<file path="src/rtl/cart_loader.sv">
// cart_loader: bus initiator that copies a byte stream into cartridge PRG or
// CHR memory before the CPU/PPU run. A start pulse latches one transfer:
// target (0=PRG, 1=CHR), start address and byte count. Each stream byte is
// written to the next sequential address. PRG addresses wrap at 0x7FFF and
// CHR addresses wrap at 0x1FFF. CHR bit 13 is never driven high.
//
// Optional build macro: CART_LOADER_VERIFY_EN.
//   When it is defined, each write is followed by a read-back and a compare.
//   A mismatch raises err_out, which stays set until the next accepted start.
//   When it is undefined, err_out is tied 0 and the read-data inputs are unused.
//
// Ports:
//   clk_in, rst_n_in         clock, asynchronous active-low reset
//   start_in, tgt_in,        transfer request (start is ignored while busy)
//   addr_in, len_in
//   d_in, d_valid_in,        byte stream with ready/valid handshake
//   d_rdy_out
//   busy_out, done_out,      status (the loader owns the cart buses while busy)
//   err_out
//   prg_*                    PRG memory bus (nce active-low, r_nw 0=write)
//   chr_*                    CHR memory bus (r_nw 0=write)
module cart_loader #(
  parameter int LEN_WIDTH = 16
) (
  input  logic                 clk_in,
  input  logic                 rst_n_in,
  input  logic                 start_in,
  input  logic                 tgt_in,
  input  logic [14:0]          addr_in,
  input  logic [LEN_WIDTH-1:0] len_in,
  input  logic [7:0]           d_in,
  input  logic                 d_valid_in,
  output logic                 d_rdy_out,
  output logic                 busy_out,
  output logic                 done_out,
  output logic                 err_out,
  output logic                 prg_nce_out,
  output logic [14:0]          prg_a_out,
  output logic                 prg_r_nw_out,
  output logic [7:0]           prg_d_out,
  input  logic [7:0]           prg_d_in,
  output logic [13:0]          chr_a_out,
  output logic                 chr_r_nw_out,
  output logic [7:0]           chr_d_out,
  input  logic [7:0]           chr_d_in
);

  typedef enum logic [2:0] {
    S_IDLE  = 3'd0,
    S_WAIT  = 3'd1,
    S_WRITE = 3'd2,
    S_VRD   = 3'd3,
    S_VCMP  = 3'd4,
    S_DONE  = 3'd5
  } state_t;

  state_t               r_state;
  state_t               w_next;
  logic                 r_tgt;
  logic [14:0]          r_addr;
  logic [LEN_WIDTH-1:0] r_rem;
  logic [7:0]           r_data;
  logic                 w_last;
  logic                 w_step;
  logic                 w_start;
  logic [14:0]          w_addr_inc;

  assign w_start = (r_state == S_IDLE) && start_in;
  assign w_last  = (r_rem == LEN_WIDTH'(1));

  // CHR keeps only 13 address bits, so its increment wraps at 0x1FFF.
  assign w_addr_inc = r_tgt ? {2'b00, r_addr[12:0] + 13'd1} : (r_addr + 15'd1);

`ifdef CART_LOADER_VERIFY_EN
  logic       r_err;
  logic [7:0] w_rd_data;
  // The address advances only after the read-back compare.
  assign w_step    = (r_state == S_VCMP);
  assign w_rd_data = r_tgt ? chr_d_in : prg_d_in;
  assign err_out   = r_err;

  // Sticky mismatch flag, cleared by an accepted start.
  always_ff @(posedge clk_in or negedge rst_n_in) begin
    if (!rst_n_in) begin
      r_err <= 1'b0;
    end else if (w_start) begin
      r_err <= 1'b0;
    end else if ((r_state == S_VCMP) && (w_rd_data != r_data)) begin
      r_err <= 1'b1;
    end
  end
`else
  logic w_unused;
  assign w_step   = (r_state == S_WRITE);
  assign err_out  = 1'b0;
  assign w_unused = ^{prg_d_in, chr_d_in};
`endif

  // State register.
  always_ff @(posedge clk_in or negedge rst_n_in) begin
    if (!rst_n_in) begin
      r_state <= S_IDLE;
    end else begin
      r_state <= w_next;
    end
  end

  // Next-state logic.
  always_comb begin
    w_next = r_state;
    case (r_state)
      S_IDLE: begin
        if (start_in) begin
          w_next = (len_in == '0) ? S_DONE : S_WAIT;
        end else begin
          w_next = S_IDLE;
        end
      end
      S_WAIT: begin
        if (d_valid_in) begin
          w_next = S_WRITE;
        end else begin
          w_next = S_WAIT;
        end
      end
`ifdef CART_LOADER_VERIFY_EN
      S_WRITE: w_next = S_VRD;
      S_VRD:   w_next = S_VCMP;
      S_VCMP:  w_next = w_last ? S_DONE : S_WAIT;
`else
      S_WRITE: w_next = w_last ? S_DONE : S_WAIT;
`endif
      S_DONE:  w_next = S_IDLE;
      default: w_next = S_IDLE;
    endcase
  end

  // Transfer registers: latched on start, stepped after each byte.
  always_ff @(posedge clk_in or negedge rst_n_in) begin
    if (!rst_n_in) begin
      r_tgt  <= 1'b0;
      r_addr <= 15'd0;
      r_rem  <= '0;
      r_data <= 8'd0;
    end else begin
      if (w_start) begin
        r_tgt  <= tgt_in;
        r_addr <= addr_in;
        r_rem  <= len_in;
      end else if (w_step) begin
        r_addr <= w_addr_inc;
        r_rem  <= r_rem - LEN_WIDTH'(1);
      end
      if ((r_state == S_WAIT) && d_valid_in) begin
        r_data <= d_in;
      end
    end
  end

  // Bus and status outputs decoded from the state register.
  always_comb begin
    d_rdy_out    = 1'b0;
    busy_out     = 1'b0;
    done_out     = 1'b0;
    prg_nce_out  = 1'b1;
    prg_a_out    = 15'd0;
    prg_r_nw_out = 1'b1;
    prg_d_out    = 8'd0;
    chr_a_out    = 14'd0;
    chr_r_nw_out = 1'b1;
    chr_d_out    = 8'd0;
    case (r_state)
      S_WAIT: begin
        d_rdy_out = 1'b1;
        busy_out  = 1'b1;
      end
      S_WRITE: begin
        busy_out = 1'b1;
        if (r_tgt) begin
          chr_r_nw_out = 1'b0;
          chr_a_out    = {1'b0, r_addr[12:0]};
          chr_d_out    = r_data;
        end else begin
          prg_nce_out  = 1'b0;
          prg_r_nw_out = 1'b0;
          prg_a_out    = r_addr;
          prg_d_out    = r_data;
        end
      end
`ifdef CART_LOADER_VERIFY_EN
      S_VRD, S_VCMP: begin
        busy_out = 1'b1;
        if (r_tgt) begin
          chr_a_out = {1'b0, r_addr[12:0]};
        end else begin
          prg_nce_out = 1'b0;
          prg_a_out   = r_addr;
        end
      end
`endif
      S_DONE:  done_out = 1'b1;
      default: done_out = 1'b0;
    endcase
  end

endmodule

</file>
<file path="config.mk">
export PLATFORM = sky130hd
export DESIGN_NAME = cart_loader
export DESIGN_NICKNAME = d
export VERILOG_FILES = /design/src/rtl/cart_loader.sv
export SDC_FILE = /design/constraint.sdc
export NUM_CORES = 1
export LEC_CHECK = 0
export CAP_MARGIN = 20
export CORE_MARGIN = 3
export CORE_UTILIZATION = 45
export CTS_CLUSTER_DIAMETER = 100
export DETAILED_ROUTE_END_ITERATION = 8
export GPL_TIMING_DRIVEN = 0
export PLACE_DENSITY = 0.9
export SLEW_MARGIN = 10
export SYNTH_ARGS = -nofsm -noshare
export SYNTH_HDL_FRONTEND = slang
export SYNTH_SLANG_ARGS = --single-unit
</file>
<file path="constraint.sdc">
create_clock -name clk_in -period 4.2 [get_ports clk_in]
set_input_delay 0.63 -clock clk_in [delete_from_list [all_inputs] [get_ports clk_in]]
set_output_delay 0.63 -clock clk_in [all_outputs]
set_load 0.005 [all_outputs]
</file>
==> metrics.yaml, run 1 <==
fin_skew_ns: 0.00303
fp.dieW_um: 82.8
fin_cells: 472
postSynthAreaPerCell_um2: 8.94
path_common_cell: "buf_2"
holdBufCountCts: 0
drive_gt1_share_pct: 8.50
async_reset_ff_share_pct: 100
path_cells: "buf_2, nor3b_1, buf_2, clkbuf_1, and3_1, clkdlybuf4s50_1"
cp.required_ns: 3.57
finalCriticalPeriod_ns: 3.23
finalSetupTns_ns: 0
dp.cells: 464
cts_buffer_depth: 2
max_slew_margin_pct: 59.3
drtPass1Iterations: 5
wl_um: 8480
gp_congestion: 0.892
hold_viol_final: 0
syn_inst: 297
std_cell_rows: 27
num_vias: 2835
grt_pass1_vias: 2835
wl_per_cell_um: 18.0
die_h_um: 82.8
routed_via_density: 6.01
die_area_mm2: 0.00686
start_util_pct: 47.4
synth_area_leaders: "dfrtp_1 41%, and2_1 6.1%, and3_1 4.9%"
crit_buf_inv: 4
yosys.area.top_type: "dfrtp_1"
cp_slowest_cell: "clkdlybuf4s50_1"
crit_path_end_kind: "output port"
synthFlopType: "dfrtp_1"
portBuffers: 93
cts_resized: 0
drt_iter0_drc: 325
yosysWarnings: 0
place_hpwl_um: 6180
reg2reg_from: "r_state[0]$_DFF_PN0_"
final_common_cell: "clkdlybuf4s50_1"
yosys_register_bits: 43
cts_sinks: 43
clock_latency_ns: 0.30
synth_area_mm2: 0.00266
p_leak_uw: 0.00154
slew_violations: 0
fin_nets: 462
met3_usage_pct: 8.23
grt.total_usage_pct: 24.4
start_kind: "flip-flop"
grt_overflow: 0
irDropWorstVdd_mv: 0.300
powerDensity_mw_per_mm2: 548
insertedDiodeCount: 0
yosysSeqAreaShare_pct: 40.5
met1_usage_pct: 30.7
rsz0062_at_grt: "false"
final_cell_mix: "92 x clkdlybuf4s50_1, 43 x dfrtp_1, 35 x nand2_1, 26 x and2_1, 21 x and3_1"
status: "complete, no violations"
startpoint: "r_state[0]$_DFF_PN0_"
grt_pass1_wl_um: 13700
grt_max_degree: 34
yosysTopAreaCellShare_pct: 40.5
cts_inserted_buffers: 5
busiest_layer: "met2"
finalSetupViolations: 0
postCtsSetupRepairBufs: 0
max_stage_delay_ns: 0.55
cts-root-buf: "clkbuf_8"
drv_cap: 0
synth_edf_count: 0
ioPinCount: 112
syn_to_final_growth_pct: 42.9
tightestPinTransition_ns: 0.605
critical_path_class: "flip-flop to output port"
arrival_ns: 2.60
hp-class: "primary input to asynchronous set/reset pin"
clk_pin_slew_ns: 0.08
antenna_found_initial: 0
drc_errors: 0
achievable-frequency_mhz: 309
use_met2_pct: 39.1
ant_nets: 0
core-area_mm2: 0.00561
h-tree-depth: 2
cts_tree: "built"
synthDistinctLibCells: 49
fin_crit_sh_pct: 77.0
crit_family: "buffers and inverters"
critPathMaxFanout: 10
cell type report:
cell class,instances,area [um^2]
plain buffers,24,111
repair buffers,94,946
inverters,4,15.0
flip-flops and latches,43,1080
multi-input cells,227,1460
fillers,459,1810
well taps,72,90.1
clock buffers,8,100
cells in the mapped netlist (3+ instances only):
cell type / count
and2_1: 26
xor2_1: 3
mux2_2: 8
or3_1: 3
nor2_1: 11
nor3_1: 4
o311ai_0: 6
nand4_1: 12
inv_1: 4
a22oi_1: 4
a21oi_1: 4
or4_1: 4
and3_1: 21
buf_2: 8
nand2_1: 35
o21ai_0: 13
nor4_1: 8
clkbuf_1: 13
a221o_1: 3
nand3_1: 15
buf_4: 3
dfrtp_1: 43
o211ai_1: 13
ha_1: 3
stage by stage:
| step | power, uW | setup slack [ns] | instance area [um^2] | hold WS [ns] | utilization [%] |
|---|---|---|---|---|---|
| after CTS | 2060 | 0.966 | 3800 | 0.212 | 67.7 |
| after global routing | 2220 | 0.752 | 3800 | 0.201 | 67.7 |
| after floorplan | 1370 | 2.18 | 2660 | 0.334 | - |
| after detailed placement | 1770 | 1.36 | 3700 | 0.506 | 65.9 |
| after global placement | 1720 | 1.34 | 3680 | 0.499 | 65.6 |
| final | 2080 | 0.968 | 3800 | 0.204 | 67.7 |
registers in the layout (all words and copies together), names as in the netlist:
signal,flops
r_rem,16
r_addr,15
r_data,8
r_state,3
r_tgt,1
per-layer routing:
metal	share of wire (%)	up-vias	routed length, um
li1	-	1301	-
met1	39	1369	3340
met2	49	152	4120
met3	10	13	882
met4	1.6	0	132
met5	0	-	0
logic make-up after synthesis:
group                      share of synthesized area [%]
AOI/OAI and AO/OA                                   14.9
xor gates and xnor gates                            1.65
adders and majority gates                           1.41
buffers and inverters                               4.76
DFF                                                 40.5
muxes                                               3.39
other                                              0.141
and+or+nand+nor                                     33.3
power by group:
part | internal, uW | leakage, uW | switching, uW
combinational | 447 | 0.000958 | 480
clock | 150 | 0.0000515 | 145
sequential | 610 | 0.000527 | 249
total | 1210 | 0.00154 | 874
worst register-to-register path, stage by stage (launching register included):
cell and delay [ns]:
dfrtp_1 0.37, buf_2 0.17, nor4b_4 0.49, nor2_1 0.22, clkbuf_1 0.31, o21ai_0 0.27
o211ai_1 0.13
path summary, 6_finish.rpt:
check | endpoint | slack, ns | cells past startpoint
max in group asynchronous | r_data[3]$_DFFE_PN0P_ | 3.54 | 2
worst min register to register | r_data[2]$_DFFE_PN0P_ | 0.52 | 1
worst max register to register | r_rem[6]$_DFFE_PN0P_ | 2.11 | 6
worst max-delay path | chr_a_out[1] | 0.97 | 6
worst min-delay path | r_tgt$_DFFE_PN0P_ | 0.20 | 1
min in group clk_in | r_data[2]$_DFFE_PN0P_ | 0.52 | 1
Power figures use the tool's default switching activity.
==> run 2: changes to the inputs <==
CORE_UTILIZATION = 39   (was 45)
PLACE_DENSITY = 0.83   (was 0.9)
clock period = 2.6 ns   (was 4.2 ns; I/O delays follow)
==> metrics.yaml, run 2 (same netlist as run 1, synthesis figures left out) <==
clk_pin_slew_ns: 0.09  # about the same
finalCriticalPeriod_ns: 2.55
num_vias: 2755  # -2.8%
syn_to_final_growth_pct: 46.5
std_cell_rows: 29  # +7.4%
fp.dieW_um: 88.5  # +6.9%
post-place-ws_ns: 0.000753  # -1.35 ns
status: "complete, no violations"
reg.largest.list: "r_rem (16), r_addr (15), r_data (8)"
drtPass1Iterations: 4  # -1
hold_viol_final: 0  # unchanged
start_util_pct: 41.1  # -6.2 points
achievable-frequency_mhz: 392
cts_buffer_depth: 2  # unchanged
critPathMaxFanout: 10  # unchanged
rsz0062_at_grt: "true"
path_cells: "buf_4, nor4b_4, buf_2, and2_1, clkdlybuf4s50_1"
cp_slowest_cell: "clkdlybuf4s50_1"
grt_overflow: 0  # unchanged
gp_congestion: 0.877  # -1.7%
grt_pass1_vias: 2777  # -2.0%
fin_crit_sh_pct: 98.2
ant_nets: 0  # unchanged
die_h_um: 88.5  # +6.9%
insertedDiodeCount: 0  # unchanged
powerDensity_mw_per_mm2: 890  # +62%
start_kind: "flip-flop"
h-tree-depth: 2  # unchanged
portBuffers: 93  # unchanged
irDropWorstVdd_mv: 0.460  # +53%
finalSetupViolations: 0  # unchanged
tightestPinTransition_ns: 0.578  # -0.0276 ns
cts_sinks: 43  # unchanged
final_cell_mix: "91 x clkdlybuf4s50_1, 43 x dfrtp_1, 35 x nand2_1, 26 x and2_1, 21 x and3_1"
ioPinCount: 112  # unchanged
drv_cap: 0  # unchanged
hp-class: "primary input to asynchronous set/reset pin"
drt_iter0_drc: 135  # -58%
p_leak_uw: 0.00160  # +4.1%
place_hpwl_um: 6220  # +0.65%
clock_latency_ns: 0.30  # about the same
fin_cells: 480  # +1.7%
final_common_cell: "clkdlybuf4s50_1"
fin_area_mm2: 0.00389  # +2.5%
arrival_ns: 2.16  # -0.44 ns
cts_tree: "built"
crit_path_end_kind: "output port"
routed_via_density: 5.74  # -4.4%
finalWorstSetupSlack_ns: 0.0468  # -0.921 ns
die_area_mm2: 0.00784  # +14%
max_stage_delay_ns: 0.52  # -0.03 ns
hold_slack_ns: 0.514  # +0.311 ns
core-area_mm2: 0.00646  # +15%
drc_errors: 0  # unchanged
grt_pass1_wl_um: 13800  # +0.20%
drive_gt1_share_pct: 10.7  # +2.2 points
largest_register_ffs: 16  # unchanged
cts-root-buf: "clkbuf_8"
largest-register: "r_rem"
grt.total_usage_pct: 22.6  # -1.8 points
antenna_found_initial: 0  # unchanged
wl_per_cell_um: 17.9  # -0.40%
fin_nets: 466  # +0.87%
critical_path_class: "flip-flop to output port"
fin_skew_ns: 0.0104  # +0.00736 ns
max_slew_margin_pct: 61.1  # +1.9 points
reg2reg_slack_ns: 0.44  # -1.67 ns
grt_max_degree: 32  # -5.9%
cp.required_ns: 2.21  # -1.36 ns
wl_um: 8590  # +1.3%
place_area_mm2: 0.00370  # +0.17%
slew_violations: 0  # unchanged
dp.cells: 469  # +1.1%
cts_inserted_buffers: 5  # unchanged
worst-r2r-cell-count: 6  # unchanged
run 2: changes by cell type in the layout (fill, tap and decap cells not counted), sizes merged:
cell / before / now
bufinv: 0 / 1
dlygate4sd3: 0 / 1
clkbuf: 21 / 15
buf: 13 / 19
clkinvlp: 0 / 1
clkdlybuf4s50: 92 / 91
dlymetal6s2s: 0 / 1
run 2: cell type report:
cell class                      instances  area [um^2]
Inverter                                4         15.0
Clock inverter                          2         37.5
Sequential cell                        43         1080
Timing Repair Buffer                   99          988
Fill cell                             572         2570
Clock buffer                            5         68.8
Buffer                                 23          133
Multi-Input combinational cell        227         1480
Tap cell                               77         96.3
run 2: per-stage QoR:
step | util (%) | TNS [ns] | total power [uW]
floorplan | - | 0 | 2210
global route | 60.3 | -0.0505 | 3720
CTS | 59.6 | -0.00355 | 3430
global placement | 57.1 | -2.01 | 2790
finish | 60.3 | 0 | 3470
detailed placement | 57.3 | 0 | 2860
run 2: final timing paths:
check	startpoint	end
worst min register to register	r_data[2]$_DFFE_PN0P_	r_data[2]$_DFFE_PN0P_
worst max-delay path	r_state[2]$_DFF_PN0_	prg_a_out[6]
min in group clk_in	r_data[2]$_DFFE_PN0P_	r_data[2]$_DFFE_PN0P_
worst max register to register	r_state[0]$_DFF_PN0_	r_rem[6]$_DFFE_PN0P_
max in group asynchronous	rst_n_in	r_rem[1]$_DFFE_PN0P_
worst min-delay path	rst_n_in	r_rem[13]$_DFFE_PN0P_
run 2: layer usage:
layer	global-route usage [%]	part of all wire [%]	up-vias
li1	-	-	1312
met1	29.6	42	1331
met2	36.6	49	100
met3	6.52	7.8	12
met4	6.18	1.4	0
met5	0	0	-
run 2: where the power goes:
group          internal (uW)  switching, uW
Clock                    281            251
Combinational            762            793
Sequential               985            393
Total                   2030           1440
run 2: worst max-delay path: cells and delay by family, from the launching register on:
kind / cells / cell delay [ns]
buffers and inverters: 3 / 0.96
flip-flops: 1 / 0.39
AND/OR/NAND/NOR: 2 / 0.51
run 2: timing repair:
item	4_1_cts	5_1_grt
gates cloned	0	0
buffers inserted	1	3
pin swaps	1	1
hold buffers	1	0
gates resized for setup	9	10
hold endpoints to repair	12	0
endpoints found under the setup margin	44	34
